<file path="src/rtl/ysyx_25040101_pkg.sv">
// Shared types and default widths for the two-requester memory arbiter.
// Owner encoding doubles as the round-robin "last grant" value.
package ysyx_25040101_pkg;

    typedef enum logic [1:0] {
        IDLE = 2'd0,
        REQ  = 2'd1,
        RESP = 2'd2
    } state_e;

    localparam logic OWN_IFU = 1'b0;
    localparam logic OWN_LSU = 1'b1;

    localparam int unsigned ADDR_W_DEF  = 32;
    localparam int unsigned DATA_W_DEF  = 32;
    localparam int unsigned TIMEOUT_DEF = 255;

endpackage

</file>
<file path="src/rtl/ysyx_25040101_rr_arb2.sv">
// 2-way round-robin picker: grant bit 0 = IFU, bit 1 = LSU.
// Latency: combinational.
// Backpressure: none; the caller qualifies the grant with its own state.
module ysyx_25040101_rr_arb2
    import ysyx_25040101_pkg::*;
(
    input  logic [1:0] req_i,
    input  logic       last_i,
    output logic [1:0] grant_o
);

    always_comb begin
        grant_o = req_i;
        // On a tie the requester that did not win last time goes first.
        if (req_i == 2'b11) begin
            grant_o = (last_i == OWN_LSU) ? 2'b01 : 2'b10;
        end
    end

endmodule

</file>
<file path="src/rtl/ysyx_25040101_mem_arbiter.sv">
// Serializes IFU and LSU requests onto one memory port (IDLE/REQ/RESP FSM).
// Latency: 3 cycles request-to-response with a ready memory and 1-cycle reply.
// Backpressure: req_ready only in IDLE for the winner; REQ waits on mem_req_ready forever.
module ysyx_25040101_mem_arbiter
    import ysyx_25040101_pkg::*;
#(
    parameter int unsigned ADDR_W  = ADDR_W_DEF,
    parameter int unsigned DATA_W  = DATA_W_DEF,
    parameter int unsigned TIMEOUT = TIMEOUT_DEF
) (
    input  logic                clk,
    input  logic                rst,

    input  logic                ifu_req_valid,
    output logic                ifu_req_ready,
    input  logic [ADDR_W-1:0]   ifu_addr,
    output logic                ifu_rsp_valid,
    output logic [DATA_W-1:0]   ifu_rsp_data,
    output logic                ifu_rsp_err,

    input  logic                lsu_req_valid,
    output logic                lsu_req_ready,
    input  logic [ADDR_W-1:0]   lsu_addr,
    input  logic                lsu_wen,
    input  logic [DATA_W-1:0]   lsu_wdata,
    input  logic [DATA_W/8-1:0] lsu_wmask,
    output logic                lsu_rsp_valid,
    output logic [DATA_W-1:0]   lsu_rsp_data,
    output logic                lsu_rsp_err,

    output logic                mem_req_valid,
    input  logic                mem_req_ready,
    output logic [ADDR_W-1:0]   mem_addr,
    output logic                mem_wen,
    output logic [DATA_W-1:0]   mem_wdata,
    output logic [DATA_W/8-1:0] mem_wmask,
    input  logic                mem_rsp_valid,
    input  logic [DATA_W-1:0]   mem_rsp_data
);

    localparam int unsigned CNT_W = $clog2(TIMEOUT + 1);

    state_e           state_q;
    logic             owner_q;
    logic             last_q;
    logic [CNT_W-1:0] cnt_q;

    logic [1:0]        grant;
    logic              idle_ok;
    logic              ifu_hs;
    logic              lsu_hs;
    logic              rsp_hit;
    logic              rsp_tmo;
    logic [DATA_W-1:0] rsp_data_d;

    ysyx_25040101_rr_arb2 u_rr_arb2 (
        .req_i   ({lsu_req_valid, ifu_req_valid}),
        .last_i  (last_q),
        .grant_o (grant)
    );

    // Ready is forced low while reset is held so it matches the reset values.
    assign idle_ok       = rst && (state_q == IDLE);
    assign ifu_req_ready = idle_ok && grant[0];
    assign lsu_req_ready = idle_ok && grant[1];
    assign ifu_hs        = ifu_req_valid && ifu_req_ready;
    assign lsu_hs        = lsu_req_valid && lsu_req_ready;

    // A real response in the timeout cycle takes priority over the error.
    assign rsp_hit    = (state_q == RESP) && mem_rsp_valid;
    assign rsp_tmo    = (state_q == RESP) && !mem_rsp_valid && (cnt_q == CNT_W'(TIMEOUT - 1));
    assign rsp_data_d = (rsp_tmo || mem_wen) ? '0 : mem_rsp_data;

    always_ff @(posedge clk or negedge rst) begin
        if (!rst) begin
            state_q       <= IDLE;
            owner_q       <= OWN_IFU;
            last_q        <= OWN_LSU;
            cnt_q         <= '0;
            mem_req_valid <= 1'b0;
            mem_addr      <= '0;
            mem_wen       <= 1'b0;
            mem_wdata     <= '0;
            mem_wmask     <= '0;
            ifu_rsp_valid <= 1'b0;
            ifu_rsp_data  <= '0;
            ifu_rsp_err   <= 1'b0;
            lsu_rsp_valid <= 1'b0;
            lsu_rsp_data  <= '0;
            lsu_rsp_err   <= 1'b0;
        end else begin
            ifu_rsp_valid <= 1'b0;
            ifu_rsp_err   <= 1'b0;
            lsu_rsp_valid <= 1'b0;
            lsu_rsp_err   <= 1'b0;
            unique case (state_q)
                IDLE: begin
                    if (ifu_hs) begin
                        owner_q       <= OWN_IFU;
                        last_q        <= OWN_IFU;
                        mem_req_valid <= 1'b1;
                        mem_addr      <= ifu_addr;
                        mem_wen       <= 1'b0;
                        mem_wdata     <= '0;
                        mem_wmask     <= '1;
                        state_q       <= REQ;
                    end else if (lsu_hs) begin
                        owner_q       <= OWN_LSU;
                        last_q        <= OWN_LSU;
                        mem_req_valid <= 1'b1;
                        mem_addr      <= lsu_addr;
                        mem_wen       <= lsu_wen;
                        mem_wdata     <= lsu_wdata;
                        mem_wmask     <= lsu_wmask;
                        state_q       <= REQ;
                    end
                end
                REQ: begin
                    if (mem_req_ready) begin
                        mem_req_valid <= 1'b0;
                        cnt_q         <= '0;
                        state_q       <= RESP;
                    end
                end
                RESP: begin
                    cnt_q <= cnt_q + 1'b1;
                    if (rsp_hit || rsp_tmo) begin
                        if (owner_q == OWN_IFU) begin
                            ifu_rsp_valid <= 1'b1;
                            ifu_rsp_data  <= rsp_data_d;
                            ifu_rsp_err   <= rsp_tmo;
                        end else begin
                            lsu_rsp_valid <= 1'b1;
                            lsu_rsp_data  <= rsp_data_d;
                            lsu_rsp_err   <= rsp_tmo;
                        end
                        state_q <= IDLE;
                    end
                end
                default: state_q <= IDLE;
            endcase
        end
    end

endmodule

</file>
<file path="config.mk">
export PLATFORM = sky130hd
export DESIGN_NAME = ysyx_25040101_mem_arbiter
export DESIGN_NICKNAME = d
export VERILOG_FILES = /design/src/rtl/ysyx_25040101_pkg.sv /design/src/rtl/ysyx_25040101_rr_arb2.sv /design/src/rtl/ysyx_25040101_mem_arbiter.sv
export SDC_FILE = /design/constraint.sdc
export NUM_CORES = 1
export LEC_CHECK = 0
export CAP_MARGIN = 10
export CORE_ASPECT_RATIO = 0.8
export CORE_MARGIN = 1
export CORE_UTILIZATION = 30
export CTS_CLUSTER_DIAMETER = 100
export DETAILED_ROUTE_END_ITERATION = 12
export PLACE_DENSITY = 0.71
export SETUP_SLACK_MARGIN = 0.3
export SKIP_CTS_REPAIR_TIMING = 1
export SLEW_MARGIN = 30
export SYNTH_ARGS = -nofsm -noshare
export SYNTH_HDL_FRONTEND = slang
export SYNTH_SLANG_ARGS = --single-unit
</file>
<file path="constraint.sdc">
create_clock -name clk -period 3 [get_ports clk]
set_clock_uncertainty 0.1 [all_clocks]
set_input_delay 0.6 -clock clk [delete_from_list [all_inputs] [get_ports clk]]
set_output_delay 0.6 -clock clk [all_outputs]
set_load 0.005 [all_outputs]
</file>
* Yosys cells after proc, flatten, opt, wreduce, memory -nomap -nowiden
Cells that the tools add are included.
** Cells by class
- Multiplexer cells :: 35
- Add/subtract/negate cells :: 1
- Bitwise logic cells :: 1
- Equal/unequal tests :: 7
- Reduce and logical (&&, ||, !) cells :: 21
** Operators by type and width (count)
- 32-bit 2-to-1 mux :: 5
- 1-bit 2-to-1 mux :: 18
- 8-bit case mux with 2 select lines :: 1
- 2-bit 2-to-1 mux :: 6
- 3-bit AND reduction :: 4
- 8-bit by 1-bit adder with 8-bit output (second input constant) :: 1
- 8-bit equality test (second input constant) :: 1
- 1-bit logical AND :: 8
- 4-bit 2-to-1 mux :: 2
- 8-bit 2-to-1 mux :: 1
- 2-bit case mux with 3 select lines :: 1
- 2-bit nonzero test :: 3
- 2-bit equality test (second input constant) :: 2
- 2-bit AND reduction :: 2
- 3-bit inequality test (second input constant) :: 1
- 2-bit by 1-bit equality test with 1-bit output (second input constant) :: 1
- 2-bit zero test :: 1
- 1-bit logical OR :: 2
- 2-bit by 1-bit inequality test with 1-bit output (second input constant) :: 1
- 2-bit inequality test (second input constant) :: 1
- 1-bit case mux with 2 select lines :: 1
- 1-bit zero test :: 1
- 1-bit inverter :: 1
** Storage, ports and cells
- Flip-flop bits (word level) :: 150

* Depth between registers and ports, before layout
- Word-level depth :: 7
- Gate-level depth with buffers :: 7
- Mapped depth without buffers :: 5

* Hierarchy
Synthesis repeated with hierarchy kept, for this count alone.
** Second synthesis, totals
- Cell total of the unflattened synthesis :: 719
- Area, all modules :: 7489.7 um^2
** Modules (own cells, without submodules)
- ysyx_25040101_mem_arbiter :: seq. area each 3754.9 um^2, area an instance 7470.9 um^2, times used 1, cells each 716
- ysyx_25040101_rr_arb2 :: seq. area each 0.0 um^2, area an instance 18.8 um^2, times used 1, cells each 3

* Least setup slack after synthesis
No wires, ideal clock.
- Path type :: input to output
- Start point :: in rst
- End point :: out ifu_req_ready
- Path slack :: 532 ps
- Data required time :: 2300 ps
- Stages :: 6
- Buffers on the path :: 3
- Data arrival time :: 1768 ps
- Cells stage by stage :: or3b_4 -> buf_6 -> or3_1 -> buf_6 -> buf_6 -> inv_1
** Between the ends
- Longest elaborated chain between the ends :: 2
** RTL lines
- from (decl) :: RTL line ysyx_25040101_mem_arbiter.sv:12 : input logic rst,
- 1-bit logical AND :: RTL line ysyx_25040101_mem_arbiter.sv:63 : assign idle_ok = rst && (state_q == IDLE);
- 1-bit logical AND :: RTL line ysyx_25040101_mem_arbiter.sv:64 : assign ifu_req_ready = idle_ok && grant[0];
- to (decl) :: RTL line ysyx_25040101_mem_arbiter.sv:15 : output logic ifu_req_ready,
No other way between the ends.

* Worst setup path in the final report
- Start point :: reg state_q[0]
- End point :: out ifu_req_ready
** Between the ends
- Longest elaborated chain between the ends :: 3
** RTL lines
- from (decl) :: RTL line ysyx_25040101_mem_arbiter.sv:43 : state_e state_q;
- from (signal assigned) :: RTL line ysyx_25040101_mem_arbiter.sv:76 : state_q <= IDLE;
- from (signal assigned) :: RTL line ysyx_25040101_mem_arbiter.sv:106 : state_q <= REQ;
- from (signal assigned) :: RTL line ysyx_25040101_mem_arbiter.sv:115 : state_q <= REQ;
- 2-bit zero test :: RTL line ysyx_25040101_mem_arbiter.sv:63
- 1-bit logical AND :: RTL line ysyx_25040101_mem_arbiter.sv:63
- 1-bit logical AND :: RTL line ysyx_25040101_mem_arbiter.sv:64
No other way between the ends.

==> flow_summary.html <==
<table>
<tr><th>Metric</th><th>Value</th></tr>
<tr><th colspan="2">Clocking</th></tr>
<tr><td>Clk buf depth</td><td>2</td></tr>
<tr><td>CTS tree</td><td>done</td></tr>
<tr><td>Number of buffers inserted during clock tree synthesis</td><td>17</td></tr>
<tr><td>Clock network latency to the later pin of the worst-skew pair</td><td>0.42 ns</td></tr>
<tr><td>Clock transition at the register clock pins on the worst setup and hold paths after CTS</td><td>0.07 ns</td></tr>
<tr><td>Clock net sink count</td><td>150</td></tr>
<tr><td>Clk Tree Root Cell</td><td>sky130_fd_sc_hd__clkbuf_16</td></tr>
<tr><td>H-Tree Depth</td><td>4</td></tr>
<tr><th colspan="2">Floorplanning</th></tr>
<tr><td>Count of pins on the block boundary</td><td>279</td></tr>
<tr><td>Initial core utilization</td><td>30.5%</td></tr>
<tr><td>Die outline width</td><td>175 um</td></tr>
<tr><td>Area of the die</td><td>24400 um^2</td></tr>
<tr><td>Core region area</td><td>23400 um^2</td></tr>
<tr><td>Vertical die dimension</td><td>140 um</td></tr>
<tr><td>Number of core rows</td><td>50</td></tr>
<tr><th colspan="2">STA</th></tr>
<tr><td>Setup violators final</td><td>0</td></tr>
<tr><td>Min setup slack post-route</td><td>0.544 ns</td></tr>
<tr><td>Final slew viol count</td><td>0</td></tr>
<tr><td>Final critical-path required period</td><td>2.46 ns</td></tr>
<tr><td>Relative slew slack</td><td>46.3%</td></tr>
<tr><td>Slew of the pin with the lowest slew margin</td><td>0.806 ns</td></tr>
<tr><td>Timing-limited maximum frequency</td><td>0.407 GHz</td></tr>
<tr><td>RSZ-0062 raised after global routing</td><td>no</td></tr>
<tr><td>Final worst-path cycle share</td><td>81.9%</td></tr>
<tr><td>Final-report hold violation count</td><td>0</td></tr>
<tr><td>Sum of negative setup slack</td><td>0 ns</td></tr>
<tr><th colspan="2">Yosys</th></tr>
<tr><td>Leading cell type by number of instances after synthesis</td><td>sky130_fd_sc_hd__dfrtp_1</td></tr>
<tr><td>Post-synthesis register bit count</td><td>150</td></tr>
<tr><td>Mean area per synthesized cell</td><td>10.7 um^2</td></tr>
<tr><td>Synth area leaders</td><td>sky130_fd_sc_hd__dfrtp_1 (52%), sky130_fd_sc_hd__mux2i_1 (9.2%), sky130_fd_sc_hd__o21ai_0 (6.9%), sky130_fd_sc_hd__nand2b_1 (5.9%), sky130_fd_sc_hd__a22o_1 (4.0%)</td></tr>
<tr><td>Seq/Total Area, Yosys</td><td>52.5%</td></tr>
<tr><td>Yosys warning total</td><td>0</td></tr>
<tr><td>Share of flip-flops with an asynchronous set or reset after synthesis</td><td>100%</td></tr>
<tr><td>Share of the synthesized area in the top cell type</td><td>52.2%</td></tr>
<tr><td>Synthesized cell area</td><td>7150 um^2</td></tr>
<tr><td>Number of enable flip-flop cells after synthesis</td><td>0</td></tr>
<tr><td>Commonest cells post-synth</td><td>sky130_fd_sc_hd__dfrtp_1 (149), sky130_fd_sc_hd__o21ai_0 (98), sky130_fd_sc_hd__nand2b_1 (67), sky130_fd_sc_hd__mux2i_1 (66), sky130_fd_sc_hd__clkbuf_1 (50)</td></tr>
<tr><td>Number of nets produced by synthesis</td><td>806</td></tr>
<tr><td>Most frequently used flop master after synthesis</td><td>sky130_fd_sc_hd__dfrtp_1</td></tr>
<tr><td>Number of distinct library cells after synthesis</td><td>40</td></tr>
<tr><td>Cells after Synth</td><td>665</td></tr>
<tr><td>Synth area leader</td><td>sky130_fd_sc_hd__dfrtp_1</td></tr>
<tr><th colspan="2">Placement</th></tr>
<tr><td>Placed Instance Area</td><td>10200 um^2</td></tr>
<tr><td>IO buf count</td><td>278</td></tr>
<tr><td>Final weighted congestion in routability-driven placement</td><td>0.801</td></tr>
<tr><td>Placement-stage worst setup slack</td><td>0.149 ns</td></tr>
<tr><td>Sum of net half-perimeters after detailed placement</td><td>14600 um</td></tr>
<tr><th colspan="2">Run status</th></tr>
<tr><td>Result of the run</td><td>complete, no violations</td></tr>
<tr><th colspan="2">Finish</th></tr>
<tr><td>Fraction of final layout cells sized beyond drive strength 1</td><td>6.79%</td></tr>
<tr><td>Number of fill cells in the layout</td><td>2191</td></tr>
<tr><td>Layout overhead on the synthesized area</td><td>51.8%</td></tr>
<tr><td>Post-route design area</td><td>10900 um^2</td></tr>
<tr><td>Final antenna diode count</td><td>0</td></tr>
<tr><td>Final nets</td><td>1057</td></tr>
<tr><th colspan="2">GRT</th></tr>
<tr><td>Wire length of the first global-routing pass</td><td>35700 um</td></tr>
<tr><td>Initial antenna violation count</td><td>0</td></tr>
<tr><td>Gr usage total</td><td>18.5%</td></tr>
<tr><td>Maximum number of pins on one net before global-route repair</td><td>151</td></tr>
<tr><td>Number of global-route vias before repair</td><td>6332</td></tr>
<tr><td>Overflow left after global routing</td><td>0</td></tr>
<tr><th colspan="2">Setup path</th></tr>
<tr><td>Data arrival time of the critical path</td><td>1.76 ns</td></tr>
<tr><td>Critical Setup Path Class</td><td>flop to primary output</td></tr>
<tr><td>Critical path peak fanout</td><td>2</td></tr>
<tr><td>Setup crit start kind</td><td>flop</td></tr>
<tr><td>Data required, critical path</td><td>2.30 ns</td></tr>
<tr><td>Sort of element at the end of the critical path</td><td>primary output</td></tr>
<tr><th colspan="2">Worst hold path</th></tr>
<tr><td>Tightest Hold Check Type</td><td>input port to asynchronous set/reset pin</td></tr>
<tr><th colspan="2">Routing</th></tr>
<tr><td>Number of DRC markers after the initial detailed-route iteration</td><td>382</td></tr>
<tr><td>Count of nets left with antenna violations after detail routing</td><td>0</td></tr>
<tr><td>Count of vias placed by the detailed router</td><td>6323</td></tr>
<tr><td>Via count normalized by instance count</td><td>5.10</td></tr>
<tr><td>Final routed wirelength across all metal layers</td><td>22400 um</td></tr>
<tr><td>Total iterations of the first detailed-routing run</td><td>4</td></tr>
<tr><td>Routed wire length per instance</td><td>18.0 um</td></tr>
<tr><td>Drc violations</td><td>0</td></tr>
<tr><th colspan="2">Flow run</th></tr>
<tr><td>Total of max-cap violations</td><td>0</td></tr>
<tr><th colspan="2">Power and ir drop</th></tr>
<tr><td>Worst vdd rail ir drop</td><td>504 uV</td></tr>
<tr><td>Ratio of total power to cell area</td><td>820 nW/um^2</td></tr>
<tr><td>PnR Total Power</td><td>8900 uW</td></tr>
<tr><td>Static Leakage</td><td>0.00428 uW</td></tr>
</table>
==> sequential cells by signal (all words and copies together) (netlist names) <==
name	flops
ifu_rsp_data	32
lsu_rsp_valid	1
mem_wen	1
state_q	2
owner_q	1
cnt_q	8
ifu_rsp_err	1
lsu_rsp_err	1
mem_req_valid	1
mem_wmask	4
mem_addr	32
last_q	1
ifu_rsp_valid	1
lsu_rsp_data	32
mem_wdata	32
==> report_power, final <==
part           internal [uW]  switching [uW]
clock network           1350             910
registers               2710             483
logic                   2010            1440
==> final timing paths <==
| kind | start | end | slack [ns] | cells after the start |
|---|---|---|---|---|
| max | state_q[0] | ifu_req_ready | 0.54 | 4 |
| min | rst | mem_addr[27] | 0.24 | 2 |
| max reg2reg | state_q[0] | mem_wdata[7] | 1.00 | 6 |
| min reg2reg | mem_req_valid | mem_req_valid | 0.38 | 2 |
| max in group asynchronous | rst | lsu_rsp_data[11] | 1.98 | 2 |
| min in group clk | mem_req_valid | mem_req_valid | 0.38 | 2 |
==> logic make-up after synthesis <==
family / Yosys count / share of synthesized area [%]
buf+inv: 69 / 4.41
mux: 66 / 9.24
fa+ha+maj: 2 / 0.350
compound gates: 187 / 16.3
flops: 150 / 52.5
simple gates: 191 / 17.2
==> metal layers <==
| metal | vias up | track usage (%) | wire length, um |
|---|---|---|---|
| met4 | 0 | 7.37 | 631 |
| met1 | 3102 | 24.8 | 10200 |
| met5 | - | 0 | 0 |
| met2 | 230 | 27.9 | 10100 |
| li1 | 2948 | - | - |
| met3 | 43 | 5.51 | 1510 |
==> placed cells by master (no fill, tap or decap), types with 3 or more instances in the layout <==
master,n
sky130_fd_sc_hd__a21boi_0,3
sky130_fd_sc_hd__a22o_1,33
sky130_fd_sc_hd__a31oi_1,32
sky130_fd_sc_hd__and3b_1,32
sky130_fd_sc_hd__buf_12,3
sky130_fd_sc_hd__buf_4,16
sky130_fd_sc_hd__bufinv_16,3
sky130_fd_sc_hd__clkbuf_16,17
sky130_fd_sc_hd__clkdlybuf4s50_1,273
sky130_fd_sc_hd__dfrtp_1,149
sky130_fd_sc_hd__dlymetal6s2s_1,3
sky130_fd_sc_hd__inv_1,3
sky130_fd_sc_hd__inv_6,4
sky130_fd_sc_hd__mux2i_1,66
sky130_fd_sc_hd__nand2_1,6
sky130_fd_sc_hd__nand2b_1,67
sky130_fd_sc_hd__nand3_1,34
sky130_fd_sc_hd__nand4_1,3
sky130_fd_sc_hd__nor4_1,32
sky130_fd_sc_hd__o21a_1,3
sky130_fd_sc_hd__o21ai_0,98
sky130_fd_sc_hd__o22a_1,4
sky130_fd_sc_hd__o31ai_1,4
==> metrics by stage <==
stage | hold slack (ns) | instances | util (%)
final | 0.238 | 1240 | 46.4
after global routing | 0.303 | 1240 | 46.4
after CTS | 0.280 | 1239 | 46.3
after floorplan | 0.204 | 665 | -
after global placement | 0.367 | 1208 | 43.7
after detailed placement | 0.374 | 1208 | 43.7
==> area by class of cell <==
class | count | area [um^2] | share of cell area (%)
clock buffers | 19 | 443 | 4.08
clock inverters | 12 | 166 | 1.53
inverters | 4 | 15.0 | 0.138
multi-input cells | 446 | 3110 | 28.7
flip-flops and latches | 150 | 3750 | 34.6
well taps | 312 | 390 | 3.60
repair buffers | 297 | 2970 | 27.3
==> critical path: stages, from the launching register on <==
cell and delay, ns:
sky130_fd_sc_hd__dfrtp_1 0.38, sky130_fd_sc_hd__or3b_4 0.40, sky130_fd_sc_hd__or3_4 0.37, sky130_fd_sc_hd__inv_1 0.06, sky130_fd_sc_hd__dlymetal6s2s_1 0.12
Power figures use the tool's default switching activity.
